**src/rtl/apb_master.sv**
```systemverilog
// -----------------------------------------------------------------------------
// apb_master
//   APB initiator. Takes single read/write commands from a local controller,
//   runs each one as an APB SETUP/ACCESS transfer to one of two responders,
//   and returns the read data or a timeout error.
//   The address MSB selects the responder: 0 = slave 1, 1 = slave 2.
//
// Ports
//   PCLK, PRESETn          clock, synchronous active-low reset
//   cmd_valid/cmd_ready    command handshake (ready only while IDLE)
//   cmd_write/addr/wdata   command direction, target address, write data
//   rsp_valid              one-cycle pulse when a transfer has finished
//   rsp_rdata              read data (valid with rsp_valid for a good read)
//   rsp_err                qualified by rsp_valid; 1 = timeout abort
//   PSEL1/PSEL2            responder selects (never both high)
//   PENABLE, PWRITE        APB enable and direction
//   PADDR, PWDATA          APB address and write data
//   PREADY1/2, PRDATA1/2   ready and read data from each responder
// -----------------------------------------------------------------------------
module apb_master #(
  parameter int ADDR_W  = 9,
  parameter int DATA_W  = 8,
  parameter int TIMEOUT = 16
) (
  input  logic              PCLK,
  input  logic              PRESETn,
  input  logic              cmd_valid,
  output logic              cmd_ready,
  input  logic              cmd_write,
  input  logic [ADDR_W-1:0] cmd_addr,
  input  logic [DATA_W-1:0] cmd_wdata,
  output logic              rsp_valid,
  output logic [DATA_W-1:0] rsp_rdata,
  output logic              rsp_err,
  output logic              PSEL1,
  output logic              PSEL2,
  output logic              PENABLE,
  output logic              PWRITE,
  output logic [ADDR_W-1:0] PADDR,
  output logic [DATA_W-1:0] PWDATA,
  input  logic              PREADY1,
  input  logic              PREADY2,
  input  logic [DATA_W-1:0] PRDATA1,
  input  logic [DATA_W-1:0] PRDATA2
);

  // Counter only has to reach TIMEOUT-1.
  localparam int CNT_W = (TIMEOUT > 2) ? $clog2(TIMEOUT) : 1;

  typedef enum logic [1:0] {
    IDLE,
    SETUP,
    ACCESS
  } state_e;

  state_e              state_q,     state_d;
  logic                psel1_q,     psel1_d;
  logic                psel2_q,     psel2_d;
  logic                penable_q,   penable_d;
  logic                pwrite_q,    pwrite_d;
  logic [ADDR_W-1:0]   paddr_q,     paddr_d;
  logic [DATA_W-1:0]   pwdata_q,    pwdata_d;
  logic                rsp_valid_q, rsp_valid_d;
  logic                rsp_err_q,   rsp_err_d;
  logic [DATA_W-1:0]   rsp_rdata_q, rsp_rdata_d;
  logic [CNT_W-1:0]    cnt_q,       cnt_d;

  // Only the selected responder is listened to; the other one is don't-care.
  logic                sel_ready;
  logic [DATA_W-1:0]   sel_rdata;

  assign sel_ready = psel2_q ? PREADY2 : PREADY1;
  assign sel_rdata = psel2_q ? PRDATA2 : PRDATA1;

  always_comb begin
    // NOTE: every signal written here gets its hold/default value first, so
    // no path through the case statement can leave one unassigned (no latch).
    state_d     = state_q;
    psel1_d     = psel1_q;
    psel2_d     = psel2_q;
    penable_d   = penable_q;
    pwrite_d    = pwrite_q;
    paddr_d     = paddr_q;
    pwdata_d    = pwdata_q;
    rsp_valid_d = 1'b0;
    rsp_err_d   = 1'b0;
    rsp_rdata_d = rsp_rdata_q;
    cnt_d       = cnt_q;

    unique case (state_q)
      IDLE: begin
        if (cmd_valid) begin
          pwrite_d  = cmd_write;
          paddr_d   = cmd_addr;
          pwdata_d  = cmd_wdata;
          psel1_d   = ~cmd_addr[ADDR_W-1];
          psel2_d   =  cmd_addr[ADDR_W-1];
          penable_d = 1'b0;
          state_d   = SETUP;
        end
      end

      SETUP: begin
        penable_d = 1'b1;
        cnt_d     = '0;
        state_d   = ACCESS;
      end

      ACCESS: begin
        if (sel_ready) begin
          psel1_d     = 1'b0;
          psel2_d     = 1'b0;
          penable_d   = 1'b0;
          rsp_valid_d = 1'b1;
          if (!pwrite_q) begin
            rsp_rdata_d = sel_rdata;
          end
          state_d     = IDLE;
        end else if (cnt_q == CNT_W'(TIMEOUT - 1)) begin
          // Abort: rsp_rdata keeps its previous value.
          psel1_d     = 1'b0;
          psel2_d     = 1'b0;
          penable_d   = 1'b0;
          rsp_valid_d = 1'b1;
          rsp_err_d   = 1'b1;
          state_d     = IDLE;
        end else begin
          cnt_d = cnt_q + 1'b1;
        end
      end

      default: begin
        state_d = IDLE;
      end
    endcase
  end

  always_ff @(posedge PCLK) begin
    // NOTE: state registers use non-blocking assignments so every register
    // samples the pre-edge values, independent of statement order.
    if (!PRESETn) begin
      state_q     <= IDLE;
      psel1_q     <= 1'b0;
      psel2_q     <= 1'b0;
      penable_q   <= 1'b0;
      pwrite_q    <= 1'b0;
      paddr_q     <= '0;
      pwdata_q    <= '0;
      rsp_valid_q <= 1'b0;
      rsp_err_q   <= 1'b0;
      rsp_rdata_q <= '0;
      cnt_q       <= '0;
    end else begin
      state_q     <= state_d;
      psel1_q     <= psel1_d;
      psel2_q     <= psel2_d;
      penable_q   <= penable_d;
      pwrite_q    <= pwrite_d;
      paddr_q     <= paddr_d;
      pwdata_q    <= pwdata_d;
      rsp_valid_q <= rsp_valid_d;
      rsp_err_q   <= rsp_err_d;
      rsp_rdata_q <= rsp_rdata_d;
      cnt_q       <= cnt_d;
    end
  end

  // The only combinational output: forced low while reset is asserted.
  assign cmd_ready = (state_q == IDLE) && PRESETn;

  assign PSEL1     = psel1_q;
  assign PSEL2     = psel2_q;
  assign PENABLE   = penable_q;
  assign PWRITE    = pwrite_q;
  assign PADDR     = paddr_q;
  assign PWDATA    = pwdata_q;
  assign rsp_valid = rsp_valid_q;
  assign rsp_err   = rsp_err_q;
  assign rsp_rdata = rsp_rdata_q;

endmodule

```
**config.mk**
```make
export PLATFORM = sky130hd
export DESIGN_NAME = apb_master
export DESIGN_NICKNAME = d
export VERILOG_FILES = /design/src/rtl/apb_master.sv
export SDC_FILE = /design/constraint.sdc
export NUM_CORES = 1
export LEC_CHECK = 0
export ABC_AREA = 1
export BUFFER_PORTS_ARGS = -buffer_cell sky130_fd_sc_hd__buf_4
export CAP_MARGIN = 20
export CORE_UTILIZATION = 30
export CTS_BUF_LIST = sky130_fd_sc_hd__clkbuf_4
export CTS_CLUSTER_DIAMETER = 100
export DETAILED_ROUTE_END_ITERATION = 16
export PLACE_DENSITY = 0.53
export SLEW_MARGIN = 20
export SYNTH_ARGS = -nofsm -noshare
export SYNTH_HDL_FRONTEND = slang
export SYNTH_SLANG_ARGS = --single-unit
```
**constraint.sdc**
```tcl
create_clock -name PCLK -period 1.15 [get_ports PCLK]
set_input_delay 0.23 -clock PCLK [delete_from_list [all_inputs] [get_ports PCLK]]
set_output_delay 0.23 -clock PCLK [all_outputs]
set_load 0.1 [all_outputs]
```
# [Word-level counts from Yosys, hierarchy flattened]
# Index checks and enable logic that the tools add are counted.
[classes] addsub=1 eq_ne=7 n_mux=19 bitwise_logic=4 reduce_logical=13
[ops] op="$reduce_and A3 Y1" count=4
[ops] op="$mux W1" count=8
[ops] op="$mux W4" count=2
[ops] op="$mux W8" count=1
[ops] op="$pmux W4 S2" count=1
[ops] op="$mux W2" count=3
[ops] op="$ne A2 B2 Y1 const B" count=3
[ops] op="$pmux W2 S3" count=1
[ops] op="$reduce_and A2 Y1" count=3
[ops] op="$add A4 B1 Y4 const B" count=1
[ops] op="$eq A4 B4 Y1 const B" count=1
[ops] op="$not A1 Y1" count=4
[ops] op="$pmux W1 S2" count=2
[ops] op="$reduce_bool A2 Y1" count=2
[ops] op="$ne A3 B3 Y1 const B" count=1
[ops] op="$pmux W1 S3" count=1
[ops] op="$reduce_bool A3 Y1" count=1
[ops] op="$reduce_or A3 Y1" count=1
[ops] op="$eq A2 B1 Y1 const B" count=1
[ops] op="$eq A2 B2 Y1 const B" count=1
[ops] op="$logic_not A2 Y1" count=1
[ops] op="$logic_and A1 B1 Y1" count=1
[word_totals] reg_bits=37 input_bits=39 output_inout_bits=32 wordCells=55

# [Depth between registers and ports, before layout]
# Gate-level depths: netlist (run 1).
[logic_depth] depth_word=4 ltp_mapped=8 depth_no_buf=8

# [Least setup slack after synthesis (run 1)]
# Ideal clock, no wire load.
[synth_timing] kind="register to output" start="register state_q[0]" end="output port cmd_ready" arrival_time_ns=2.417 required_ns=0.920 path_slack_ns=-1.497 path_stages_with_launch=2 n_path_buf=0 cell_sequence="dfxtp_1 nor3_1"
[synth_between] elab_chain_len=2
[synth_rtl] element="from (decl)" line_no="56" text="state_e state_q, state_d;"
[synth_rtl] element="from (signal assigned)" line_no="154" text="state_q <= state_d;"
[synth_rtl] element="$logic_not A2 Y1" line_no="169" text="assign cmd_ready = (state_q == IDLE) && PRESETn;"
[synth_rtl] element="$logic_and A1 B1 Y1" line_no="169"
[synth_rtl] element="to (decl)" line_no="28" text="output logic cmd_ready,"
# Every way passes these cells.

# [Worst setup path after layout (run 1)]
[layout_timing] start="register state_q[1]" end="output port cmd_ready"
# The elaborated chain is that of the path after synthesis.

==> flow_summary.toml, run 1 <==
[outcome]
status = "complete, but fails checks"
failed_checks = "design-rule violations, negative setup slack"

[cts]
cts_sinks = 37
numCtsBuffers = 5
cts_buffer_depth = 2
path_clk_slew_ns = 0.12
clockRootBuffer = "clkbuf_4"
htreeDepth = 2
clock_latency_ns = 0.35
cts_tree = "done"

[detailed_routing]
dr.pass1.iters = 10
vias = 1708
via_per_inst = 4.555
drtIter0Drc = 68
finalWirelength_um = 4673
drc = 1
wl_per_cell_um = 12.46
final_antenna_net_count = 0

[die]
die_h_um = 74.49
die-area_um2 = 5549
start_util_pct = 31.07
num_rows = 26
num_io_pins = 71
fp.coreArea_um2 = 5075
chipWidth_um = 74.49

[power]
power.switching_w = 0.001543
power.density_nw_per_um2 = 1310
power.total_w = 0.004251
p_comb_share_pct = 38.7
clkPwrFrac_pct = 26.4
internal_power_w = 0.002708
p_seq_share_pct = 34.9
ir_worst_vdd_mv = 0.8708
p_sw_share_pct = 36.30
leakage_nw = 1.384

[worst_hold_path]
hold-path-endpoint = "PADDR[7]"
hold_start = "cmd_addr[7]"
worstHoldPathType = "in2reg"
hold_depth = 3

[logic_synthesis]
synth_top_area_cell = "dfxtp_1"
syn_area_um2 = 1577
syn_nets = 248
syn_inst = 208
yosys.area.top_type_share_pct = 46.98
ys_ff_latch = 37
ys_top_cells_by_area = "dfxtp_1, nand2_1, nor2_1"
ys_types = 25
syn_area_per_cell_um2 = 7.579
ys_seq_area_share_pct = 46.98
yosysWarningCount = 0

[sta]
fin_skew_ns = 0.009893
period_needed_ns = 1.395
rsz0062_at_grt = "true"
hold_viol_final = 0
slew_violations = 0
fin_crit_sh_pct = 121.3
setup_viol = 38
worstMarginPinSlew_ns = 0.3527
fmax_mhz = 716.9
relSlewSlack_pct = 76.49
setup_ws_ns = -0.2448
holdWs_ns = 0.09952

[global_route]
grt_pass1_vias = 1621
antenna_found_initial = 0
globalRoute.totalOverflow = 0
grt_usage_pct = 16.33
grt_pass1_wl_um = 6844
grt_max_degree = 22

[placement]
dpl_cell_area_um2 = 2331
place_hpwl_um = 2828
gp_congestion = 0.8171
port_buffers = 70

[worst_setup_path]
r2r-end = "PSEL2"
worstSetupStartpointType = "flip-flop"
crit_arrival_ns = 1.16
rr_worst_depth = 7
cp.required_ns = 0.92
endpoint_kind = "output pin"
r2r_slack_ns = -0.23
crit_fanout = 2
worstSetupPathType = "reg2out"
reg2reg_from = "state_q[1]"

[flow_run]
cap_violations = 0

[final_layout]
antenna_cells = 0
drive_gt1_share_pct = 67.54
layout.nets = 344
area_growth_pct = 105.8
fin_area_um2 = 3244
## routing by layer
layer	up-vias	share of wire [%]	track usage (%)
li1	858	-	-
met1	785	38	17.34
met2	60	53	29.73
met3	5	7.4	6.098
met4	0	1.3	5.241
met5	-	0	0
## cell usage after synthesis (all sizes together)
cell    count
a21oi      13
nor4        1
nand2      54
nand3      13
nor3        1
nor2       50
nand3b      1
buf         6
or2         1
o21ai      19
dfxtp      37
inv         8
a21boi      1
ha          1
clkbuf      2
## worst max-delay path by stage
stage          startpoint         to  slack [ns]
2_1_floorplan  state_q[0]  cmd_ready       -0.22
3_3_place_gp     cnt_q[0]   cnt_q[0]       -0.04
3_5_place_dp     cnt_q[0]   cnt_q[3]       -0.06
4_1_cts        state_q[1]  cmd_ready       -0.26
5_1_grt        state_q[1]  cmd_ready       -0.31
6_report       state_q[1]  cmd_ready       -0.24
## logic make-up after synthesis
logic type	Yosys count	synth area share, %
adders and majority gates	1	0.7935
buffers and inverters	16	5.714
AOI/OAI and AO/OA	33	10.87
and+or+nand+nor	121	35.63
DFF	37	46.98
## critical path, stage by stage (launching register included)
cell and delay [ns]:
dfxtp_2 0.35, buf_6 0.11, nor3_4 0.16, buf_12 0.20
## metrics by stage
step	cells	TNS [ns]	utilization, %	worst slack (ns)
after floorplan	208	-1.477	-	-0.2238
after global placement	351	-0.07446	45.93	-0.03993
after detailed placement	351	-0.1888	45.93	-0.05658
after CTS	367	-2.404	57.47	-0.2598
after global routing	375	-9.286	63.93	-0.3083
final	375	-6.189	63.93	-0.2448
## layout make-up
cell class	count	area, µm²
Fill cell	441	1831
Timing Repair inverter	1	11.26
Inverter	8	52.55
Tap cell	70	87.58
Timing Repair Buffer	96	1211
Sequential cell	37	792.0
Multi-Input combinational cell	155	987.2
Clock inverter	3	65.06
Clock buffer	5	37.54
## placed cells by master, fill, tap and decap left out
| cell type | instances |
|---|---|
| buf_4 | 52 |
| nor2_1 | 42 |
| nand2_1 | 41 |
| buf_12 | 34 |
| dfxtp_2 | 29 |
| o21ai_2 | 18 |
| a21oi_2 | 11 |
| nand3_2 | 8 |
| buf_6 | 8 |
| nand2_4 | 7 |
| nand2_2 | 6 |
| nor2_2 | 5 |
| clkbuf_4 | 5 |
| dfxtp_4 | 4 |
| inv_1 | 4 |
| dfxtp_1 | 4 |
| nand3_1 | 3 |
| nor2_4 | 2 |
| inv_4 | 2 |
| nand3_4 | 2 |
| a21oi_1 | 2 |
| bufinv_16 | 2 |
| clkbuf_16 | 2 |
| nor3_4 | 1 |
| inv_6 | 1 |
| nand3b_4 | 1 |
| clkinv_8 | 1 |
| nor2_8 | 1 |
| o21ai_0 | 1 |
| or2_4 | 1 |
| a21boi_0 | 1 |
| nor4_4 | 1 |
| ha_1 | 1 |
| clkinv_2 | 1 |
| inv_8 | 1 |
## flip-flops by register name, indices dropped and copies added (netlist names)
name	count
rsp_valid	1
PWDATA	8
rsp_err	1
PSEL2	1
PENABLE	1
PADDR	9
state_q	2
PWRITE	1
cnt_q	4
rsp_rdata	8
PSEL1	1
## timing repair
| action | CTS | global route |
|---|---|---|
| hold buffers | 0 | 0 |
| gates resized for setup | 108 | 76 |
| pin swaps | 14 | 10 |
| endpoints found under the hold margin | 0 | 0 |
| buffers inserted | 8 | 5 |
| endpoints found under the setup margin | 46 | 67 |
| gates cloned | 0 | 3 |
## power by group through the flow
stage          Combinational (W)  Clock, W  Sequential (W)
4_1_cts                  0.00146   0.00115         0.00148
3_5_place_dp             0.00121         0         0.00148
6_report                 0.00164   0.00112         0.00148
3_3_place_gp             0.00121         0         0.00148
2_1_floorplan           0.000367         0         0.00202
5_1_grt                  0.00172   0.00122         0.00150
No activity file was read; power rests on OpenSTA's default activity.
==> inputs of run 2 (changes only) <==
--- a/config.mk
+++ b/config.mk
@@ -8,11 +8,13 @@
 export ABC_AREA = 1
 export BUFFER_PORTS_ARGS = -buffer_cell sky130_fd_sc_hd__buf_4
 export CAP_MARGIN = 20
+export CORE_MARGIN = 4
 export CORE_UTILIZATION = 30
 export CTS_BUF_LIST = sky130_fd_sc_hd__clkbuf_4
 export CTS_CLUSTER_DIAMETER = 100
 export DETAILED_ROUTE_END_ITERATION = 16
 export PLACE_DENSITY = 0.53
+export RECOVER_POWER = 50
 export SLEW_MARGIN = 20
 export SYNTH_ARGS = -nofsm -noshare
 export SYNTH_HDL_FRONTEND = slang
==> flow_summary.toml, run 2 (same netlist as run 1, synthesis figures left out) <==
[sta]
hold_viol_final = 0
fin_crit_sh_pct = 118.5
holdWs_ns = 0.1065
worstMarginPinSlew_ns = 0.3113
fin_skew_ns = 0.007102
fmax_mhz = 734.0
period_needed_ns = 1.362
setup_ws_ns = -0.2124
rsz0062_at_grt = "true"
relSlewSlack_pct = 79.25
setup_viol = 35
slew_violations = 0

[worst_setup_path]
worstSetupStartpointType = "flip-flop"
rr_worst_depth = 7
reg2reg_from = "state_q[0]"
crit_arrival_ns = 1.13
startpoint = "state_q[1]"
endpoint_kind = "output pin"
cp.required_ns = 0.92
crit_fanout = 2
worstSetupPathType = "reg2out"

[placement]
place_hpwl_um = 3052
port_buffers = 70
gp_congestion = 0.7797
pre_cts_slack_ns = -0.05705

[global_route]
globalRoute.totalOverflow = 0
grt_pass1_vias = 1575
antenna_found_initial = 0
grt_pass1_wl_um = 7100
grt_max_degree = 22
grt_usage_pct = 13.99

[flow_run]
cap_violations = 0

[cts]
path_clk_slew_ns = 0.12
cts_sinks = 37
htreeDepth = 2
hold_buffers = 0
cts_buffer_depth = 2
clockRootBuffer = "clkbuf_4"
cts_tree = "done"
numCtsBuffers = 5
clock_latency_ns = 0.34

[worst_hold_path]
worstHoldPathType = "in2reg"
hold_start = "cmd_addr[7]"
hold_depth = 3

[outcome]
failed_checks = "negative setup slack"
status = "complete, but fails checks"

[detailed_routing]
dr.pass1.iters = 4
final_antenna_net_count = 0
drc = 0
vias = 1656
drtIter0Drc = 39
via_per_inst = 4.440
finalWirelength_um = 4493
wl_per_cell_um = 12.05

[final_layout]
fill_cells = 462
largest_reg_flops = 9
drive_gt1_share_pct = 63.37
layout.nets = 342
layout_commonest_cell = "buf_4"
final_cell_mix = "buf_4, nor2_1, nand2_1"
antenna_cells = 0
area_growth_pct = 98.65

[power]
p_sw_share_pct = 37.86
p_seq_share_pct = 37.2
power.density_nw_per_um2 = 1269
p_comb_share_pct = 40.0
internal_power_w = 0.002470
ir_worst_vdd_mv = 0.7701
clkPwrFrac_pct = 22.8
leakage_nw = 1.343
power.switching_w = 0.001505

[die]
die_h_um = 80.49
chipWidth_um = 80.49
num_io_pins = 71
fp.coreArea_um2 = 5107
start_util_pct = 30.87
num_rows = 26
die-area_um2 = 6479
## run 2: cell types whose count changed in the layout (fill, tap and decap cells not counted), sizes merged
cell	delta
buf	-1
clkinvlp	+1
clkinv	-1
bufinv	-1
## run 2: metal layers
metal | global-route usage [%] | up-vias | wire, µm
met5 | 0 | - | 0
met4 | 3.885 | 0 | 34
met3 | 6.502 | 6 | 476
met2 | 23.26 | 65 | 2176
met1 | 16.03 | 730 | 1805
li1 | - | 855 | -
## run 2: through the flow
step / instance area (µm²) / instances / setup TNS, ns / total power, W / util [%]
floorplan: 1684 / 208 / -1.477 / 0.002383 / -
global placement: 2351 / 352 / -0.06175 / 0.002701 / 46.03
detailed placement: 2351 / 352 / -0.2247 / 0.002704 / 46.03
CTS: 2880 / 366 / -2.432 / 0.003894 / 56.39
global route: 3132 / 373 / -5.624 / 0.004156 / 61.32
finish: 3132 / 373 / -3.001 / 0.003975 / 61.32
## run 2: power groups by stage
stage	Clock, W	Sequential [W]	Combinational, W
2_1_floorplan	0	0.00202	0.000367
3_3_place_gp	0	0.00147	0.00123
3_5_place_dp	0	0.00147	0.00123
4_1_cts	0.000942	0.00148	0.00147
5_1_grt	0.000990	0.00149	0.00167
6_report	0.000907	0.00148	0.00159
## run 2: final cells by class
class / count / area, µm² / area share [%]
Timing Repair Buffer: 95 / 1209 / 38.59
Multi-Input combinational cell: 155 / 922.1 / 29.44
Sequential cell: 37 / 792.0 / 25.29
Tap cell: 70 / 87.58 / 2.797
Inverter: 8 / 42.54 / 1.358
Clock inverter: 3 / 41.29 / 1.318
Clock buffer: 5 / 37.54 / 1.199
## run 2: critical path, cell delays in order (launching register included)
cell,delay (ns)
dfxtp_2,0.34
buf_6,0.11
nor3_4,0.14
buf_12,0.20
## run 2: what timing repair did
item	4_1_cts	5_1_grt
gates resized for setup	102	59
gates cloned	0	3
setup endpoints to repair	43	66
pin swaps	5	5
endpoints found under the hold margin	0	0
setup buffers	6	4
## run 2: path summary, 6_finish.rpt
check / end / slack (ns)
setup reg to reg: rsp_rdata[2] / -0.14
hold / removal: PADDR[7] / 0.11
hold reg to reg: rsp_rdata[7] / 0.49
setup / recovery: cmd_ready / -0.21
